`src/rtl/landing_judge_pkg.sv`:
```
// landing_judge_pkg: shared types and geometry for the landing judge.
// FSM state encoding, default ground/target geometry, BCD width.
package landing_judge_pkg;

  typedef enum logic [1:0] {
    IDLE   = 2'b00,
    FLIGHT = 2'b01,
    RESULT = 2'b10
  } state_t;

  localparam int GROUND_Y_DEF    = 450;
  localparam int TARGET_X_LO_DEF = 420;
  localparam int TARGET_X_HI_DEF = 540;
  localparam int BCD_W           = 8;

  function automatic logic [6:0] bcd_to_bin(
    input logic [BCD_W-1:0] b
  );
    return 7'(b[7:4]) * 7'd10 + 7'(b[3:0]);
  endfunction

endpackage

```
`src/rtl/bcd_counter_2d.sv`:
```
// bcd_counter_2d: two-digit BCD incrementer, saturating at 99.
// Sync active-low clear; counts one step per inc strobe.
module bcd_counter_2d
  import landing_judge_pkg::*;
(
  input  logic             clk,
  input  logic             rst,
  input  logic             inc,
  output logic [BCD_W-1:0] q
);

  // ones roll 9->0 with carry into tens; 99 holds
  always_ff @(posedge clk) begin
    if (!rst) begin
      q <= '0;
    end else if (inc && q != 8'h99) begin
      if (q[3:0] == 4'd9) q <= {q[7:4] + 4'd1, 4'd0};
      else                q <= {q[7:4], q[3:0] + 4'd1};
    end
  end

endmodule

```
`src/rtl/landing_judge.sv`:
```
// landing_judge: detects ground contact of the ball, judges hit/miss.
// Optional tally-bar overlay output score_px under SCORE_OVERLAY_EN.
module landing_judge
  import landing_judge_pkg::*;
#(
  parameter int GROUND_Y          = GROUND_Y_DEF,
  parameter int TARGET_X_LO       = TARGET_X_LO_DEF,
  parameter int TARGET_X_HI       = TARGET_X_HI_DEF,
  parameter int MAX_FLIGHT_FRAMES = 255,
  parameter int RESULT_FRAMES     = 60
) (
  input  logic             clk,
  input  logic             rst,
  input  logic             update,
  input  logic             go,
  input  logic [9:0]       x_count,
  input  logic [9:0]       y_count,
  input  logic             ball,
`ifdef SCORE_OVERLAY_EN
  output logic             score_px,
`endif
  output logic             hit_pulse,
  output logic             miss_pulse,
  output logic [BCD_W-1:0] score_bcd,
  output logic [BCD_W-1:0] throws_bcd,
  output logic             result_flash,
  output logic             busy
);

  state_t     state, state_n;
  logic [7:0] frame_cnt, cnt_n;
  logic       hit_n, miss_n;
  logic       contact_acc, tgt_acc;
  logic       contact_term, tgt_term;
  logic       contact_now, tgt_now;

  assign contact_term = ball && (y_count >= 10'(GROUND_Y));
  assign tgt_term = contact_term
                 && (x_count > 10'(TARGET_X_LO))
                 && (x_count < 10'(TARGET_X_HI));
  assign contact_now = contact_acc | contact_term;
  assign tgt_now     = tgt_acc | tgt_term;

  // per-frame sticky flags; update pixel belongs to closing frame
  always_ff @(posedge clk) begin
    if (!rst || update) begin
      contact_acc <= 1'b0;
      tgt_acc     <= 1'b0;
    end else begin
      contact_acc <= contact_now;
      tgt_acc     <= tgt_now;
    end
  end

  // state, frame counter and verdict pulse registers
  always_ff @(posedge clk) begin
    if (!rst) begin
      state      <= IDLE;
      frame_cnt  <= '0;
      hit_pulse  <= 1'b0;
      miss_pulse <= 1'b0;
    end else begin
      state      <= state_n;
      frame_cnt  <= cnt_n;
      hit_pulse  <= hit_n;
      miss_pulse <= miss_n;
    end
  end

  // next state; go-low abort in flight beats any verdict
  always_comb begin
    state_n = state;
    cnt_n   = frame_cnt;
    hit_n   = 1'b0;
    miss_n  = 1'b0;
    unique case (state)
      IDLE: begin
        if (update && go) begin
          state_n = FLIGHT;
          cnt_n   = '0;
        end
      end
      FLIGHT: begin
        if (!go) begin
          state_n = IDLE;
          cnt_n   = '0;
        end else if (update) begin
          if (contact_now) begin
            hit_n   = tgt_now;
            miss_n  = !tgt_now;
            state_n = RESULT;
            cnt_n   = '0;
          end else if (frame_cnt == 8'(MAX_FLIGHT_FRAMES)) begin
            miss_n  = 1'b1;
            state_n = RESULT;
            cnt_n   = '0;
          end else begin
            cnt_n = frame_cnt + 8'd1;
          end
        end
      end
      RESULT: begin
        if (update) begin
          if (frame_cnt == 8'(RESULT_FRAMES - 1)) begin
            if (!go) begin
              state_n = IDLE;
              cnt_n   = '0;
            end
          end else begin
            cnt_n = frame_cnt + 8'd1;
          end
        end
      end
      default: begin
        state_n = IDLE;
        cnt_n   = '0;
      end
    endcase
  end

  // status outputs decoded from state
  always_comb begin
    busy         = (state != IDLE);
    result_flash = (state == RESULT) && !frame_cnt[3];
  end

  bcd_counter_2d u_score (
    .clk (clk),
    .rst (rst),
    .inc (hit_n),
    .q   (score_bcd)
  );

  bcd_counter_2d u_throws (
    .clk (clk),
    .rst (rst),
    .inc (hit_n | miss_n),
    .q   (throws_bcd)
  );

`ifdef SCORE_OVERLAY_EN
  logic [9:0] xo;
  logic [6:0] sc_bin, bars;

  assign xo     = x_count - 10'd8;
  assign sc_bin = bcd_to_bin(score_bcd);
  assign bars   = (sc_bin > 7'd40) ? 7'd40 : sc_bin;

  // tally bars: 4 px wide on an 8 px pitch, rows 8..23
  always_ff @(posedge clk) begin
    if (!rst) begin
      score_px <= 1'b0;
    end else begin
      score_px <= (y_count >= 10'd8) && (y_count <= 10'd23)
               && (x_count >= 10'd8) && !xo[2]
               && (xo[9:3] < bars);
    end
  end
`endif

endmodule

```
`config.mk`:
```
export PLATFORM = sky130hd
export DESIGN_NAME = landing_judge
export DESIGN_NICKNAME = d
export VERILOG_FILES = /design/src/rtl/landing_judge_pkg.sv /design/src/rtl/bcd_counter_2d.sv /design/src/rtl/landing_judge.sv
export SDC_FILE = /design/constraint.sdc
export NUM_CORES = 1
export LEC_CHECK = 0
export ABC_AREA = 1
export BUFFER_PORTS_ARGS = -buffer_cell sky130_fd_sc_hd__buf_2
export CAP_MARGIN = 20
export CORE_MARGIN = 4
export CORE_UTILIZATION = 57
export CTS_CLUSTER_DIAMETER = 30
export DETAILED_ROUTE_END_ITERATION = 10
export PLACE_DENSITY = 0.87
export SLEW_MARGIN = 25
export SYNTH_ARGS = -nofsm -noshare
export SYNTH_HDL_FRONTEND = slang
export SYNTH_SLANG_ARGS = --single-unit
```
`constraint.sdc`:
```
create_clock -name clk -period 2.9 [get_ports clk]
set_clock_uncertainty 0.05 [all_clocks]
set_input_delay 0.435 -clock clk [delete_from_list [all_inputs] [get_ports clk]]
set_output_delay 0.435 -clock clk [all_outputs]
set_load 0.01 [all_outputs]
```
==> flow_metrics.env <==
export IMPL_crit_path_max_fanout=10
export IMPL_end_kind="flip-flop"
export IMPL_setup_tns_ps=0
export IMPL_critical_path_class="reg -> reg"
export IMPL_syn_area_mm2=0.00188
export IMPL_pre_cts_ws_ps=1030
export IMPL_core_mm2=0.00310
export IMPL_n_antenna_cell=0
export IMPL_die_w_um=65.5
export IMPL_cp_slowest_stage_delay_ps=350
export IMPL_fmaxAchievable_mhz=534
export IMPL_grt_ovfl_total=0
export IMPL_avgSynthCellArea_um2=7.25
export IMPL_ys_warn_count=0
export IMPL_slew_headroom=0.582
export IMPL_dieArea_mm2=0.00429
export IMPL_io_pin_count=45
export IMPL_layout_nets=341
export IMPL_peakVddDrop_mv=0.253
export IMPL_setup_viol=0
export IMPL_clock_power_share=0.246
export IMPL_cts_root_buf="clkbuf_4"
export IMPL_arrival_ps=2080
export IMPL_mostFrequentLayoutCell="nand2_1"
export IMPL_drt_iter0_drc=69
export IMPL_drive_above_1_share=0.282
export IMPL_start_util=0.607
export IMPL_p_leak_nw=0.941
export IMPL_gp_congestion=0.827
export IMPL_synth_simple_area_share=0.366
export IMPL_stdcell_count=352
export IMPL_maxCapViolCount=0
export IMPL_firstDrtPassIters=4
export IMPL_cts_sinks=30
export IMPL_grt_first_pass_wirelength_mm=6.50
export IMPL_slew_viol_final=0
export IMPL_synth_compound_area_frac=0.139
export IMPL_slowest_stage="dfxtp_1"
export IMPL_period_needed_ps=1870
export IMPL_layout_common_cells="nand2_1 (57), buf_2 (43), nor2_1 (35), inv_1 (30), dfxtp_1 (30)"
export IMPL_synthAdderAreaFrac=0.0531
export IMPL_portBuffers=43
export IMPL_grt_pass1_vias=1638
export IMPL_post_route_drc_count=0
export IMPL_fin_crit_sh=0.646
export IMPL_cts_resized=0
export IMPL_p_per_area_mw_per_mm2=432
export IMPL_syn2layout_area_growth_pct=16.4
export IMPL_fillers=272
export IMPL_synth_top_family_by_area="simple AND/OR/NAND/NOR gates"
export IMPL_multi_input_area_mm2=0.00113
export IMPL_swShare=0.350
export IMPL_cts_setup_buffers=0
export IMPL_cp_data_required_time_ps=3100
export IMPL_clk_latency_ps=340
export IMPL_p_sw_w=0.000332
export IMPL_seqPwrFrac=0.460
export IMPL_hold_violations=0
export IMPL_synth_area_mux_share=0
export IMPL_ys_ff_latch=30
export IMPL_setup_slack_ps=1030
export IMPL_grt_util_all_layers=0.193
export IMPL_rsz0062_at_grt="no"
export IMPL_dp_hpwl_mm=2.92
export IMPL_antenna_found_initial=0
export IMPL_htreeDepth=2
export IMPL_seqCellArea_um2=601
export IMPL_cts_buffers_inserted=5
export IMPL_synthXorXnorAreaFrac=0.0418
export IMPL_combPwrFrac=0.294
export IMPL_outcome="complete, no violations"
export IMPL_synth_cell_types=37
export IMPL_path_clk_slew_ps=90
export IMPL_cts_tree="built"
export IMPL_ant_nets=0
export IMPL_routedWlPerCell_um=10.8
export IMPL_start_kind="flip-flop"
export IMPL_crit_chain="inv_1 > ha_1 > o31ai_4 > o21ai_2 > nor2_4 > a21boi_4 > nand2_1 > a21oi_1"
export IMPL_rows=20
export IMPL_p_int_w=0.000616
export IMPL_syn_num_nets=293
export IMPL_syn_inst=260
export IMPL_worst_hold_path_type="in -> reg"
export IMPL_vias=1779
export IMPL_grt_max_degree=20
export IMPL_worst_pin_slew_ps=624
export IMPL_hold_buffers=0
export IMPL_yosysSeqAreaShare=0.319
export IMPL_die_h_um=65.5
export IMPL_cts_buffer_depth=2
export IMPL_vias_per_cell=5.05
export IMPL_drt_wl_total_mm=3.81
export IMPL_dp_cells=345
-- power by group through the flow --
stage          sequential (W)  clock, W  combinational (W)
3_3_place_gp         0.000445         0           0.000274
5_1_grt              0.000438  0.000260           0.000313
4_1_cts              0.000436  0.000241           0.000283
2_1_floorplan        0.000444         0           0.000212
6_report             0.000436  0.000234           0.000279
3_5_place_dp         0.000445         0           0.000283
-- worst paths after layout --
path	start	to	slack, ps	cells after the start
setup reg to reg	state[0]	frame_cnt[4]	1030	8
hold / removal	update	contact_acc	250	2
hold reg to reg	frame_cnt[5]	frame_cnt[5]	440	2
setup / recovery	state[0]	frame_cnt[4]	1030	8
-- critical path: cells and delay by family (launching register included) --
kind	cells	cell delay, ps
flip-flops	1	350
adder cells (fa/ha/maj)	1	260
AO/OA/AOI/OAI	4	830
AND/OR/NAND/NOR	2	220
buffers and inverters	1	80
-- metrics by stage --
stage | hold WS [ps] | power [W] | area (um^2) | util
detailed placement | 425 | 0.000728 | 2150 | 0.692
CTS | 240 | 0.000960 | 2190 | 0.707
global placement | 419 | 0.000719 | 2150 | 0.692
global route | 244 | 0.00101 | 2190 | 0.707
floorplan | 405 | 0.000656 | 1880 | -
finish | 250 | 0.000948 | 2190 | 0.707
-- layer usage --
metal / vias to the layer above / share of wire / global-route usage
met4: 0 / 0.021 / 0.0829
met2: 39 / 0.48 / 0.338
li1: 930 / - / -
met5: - / 0 / 0
met1: 801 / 0.45 / 0.214
met3: 9 / 0.052 / 0.0598
-- synth_stat cells --
master | number | area [um^2]
nand2_1 | 57 | 214
nor2_1 | 35 | 131
dfxtp_1 | 30 | 601
inv_1 | 30 | 113
a21oi_1 | 14 | 70.1
nand3_1 | 12 | 60.1
o21ai_0 | 9 | 45.0
ha_1 | 8 | 100
xor2_1 | 7 | 61.3
a21oi_2 | 6 | 52.6
nand3_2 | 6 | 60.1
nand2_2 | 5 | 31.3
nand4_1 | 4 | 25.0
nor2_4 | 4 | 45.0
nor3_1 | 4 | 20.0
inv_2 | 3 | 11.3
o21ai_1 | 3 | 15.0
clkinv_4 | 2 | 17.5
nor2_2 | 2 | 12.5
xnor2_1 | 2 | 17.5
a211oi_1 | 1 | 7.51
a21boi_4 | 1 | 18.8
a31o_2 | 1 | 8.76
a31oi_1 | 1 | 6.26
and3_1 | 1 | 6.26
buf_2 | 1 | 5.00
clkbuf_1 | 1 | 3.75
clkinv_1 | 1 | 3.75
nand2_4 | 1 | 11.3
nand3_4 | 1 | 17.5
nand4_4 | 1 | 21.3
nor3_2 | 1 | 10.0
nor3_4 | 1 | 16.3
nor3b_1 | 1 | 7.51
o21ai_2 | 1 | 8.76
o21bai_1 | 1 | 7.51
o31ai_4 | 1 | 21.3
-- registers in the layout, indices dropped and copies added (netlist names) --
signal,cells
u_throws.q,8
tgt_acc,1
hit_pulse,1
contact_acc,1
state,2
miss_pulse,1
u_score.q,8
frame_cnt,8
-- cells by family after synthesis --
kind of cell | after synthesis
flip-flops | 30
buffers and inverters | 38
AND/OR/NAND/NOR | 136
XOR/XNOR | 9
AO/OA/AOI/OAI | 39
adder cells (fa/ha/maj) | 8
-- layout make-up --
type	instances	share of cell area
clock buffer	5	0.0171
inverter	36	0.0662
tap	44	0.0251
timing repair buffer	43	0.0981
multi-input combinational	192	0.515
clock inverter	2	0.00456
sequential	30	0.274
No activity file was read; power rests on OpenSTA's default activity.
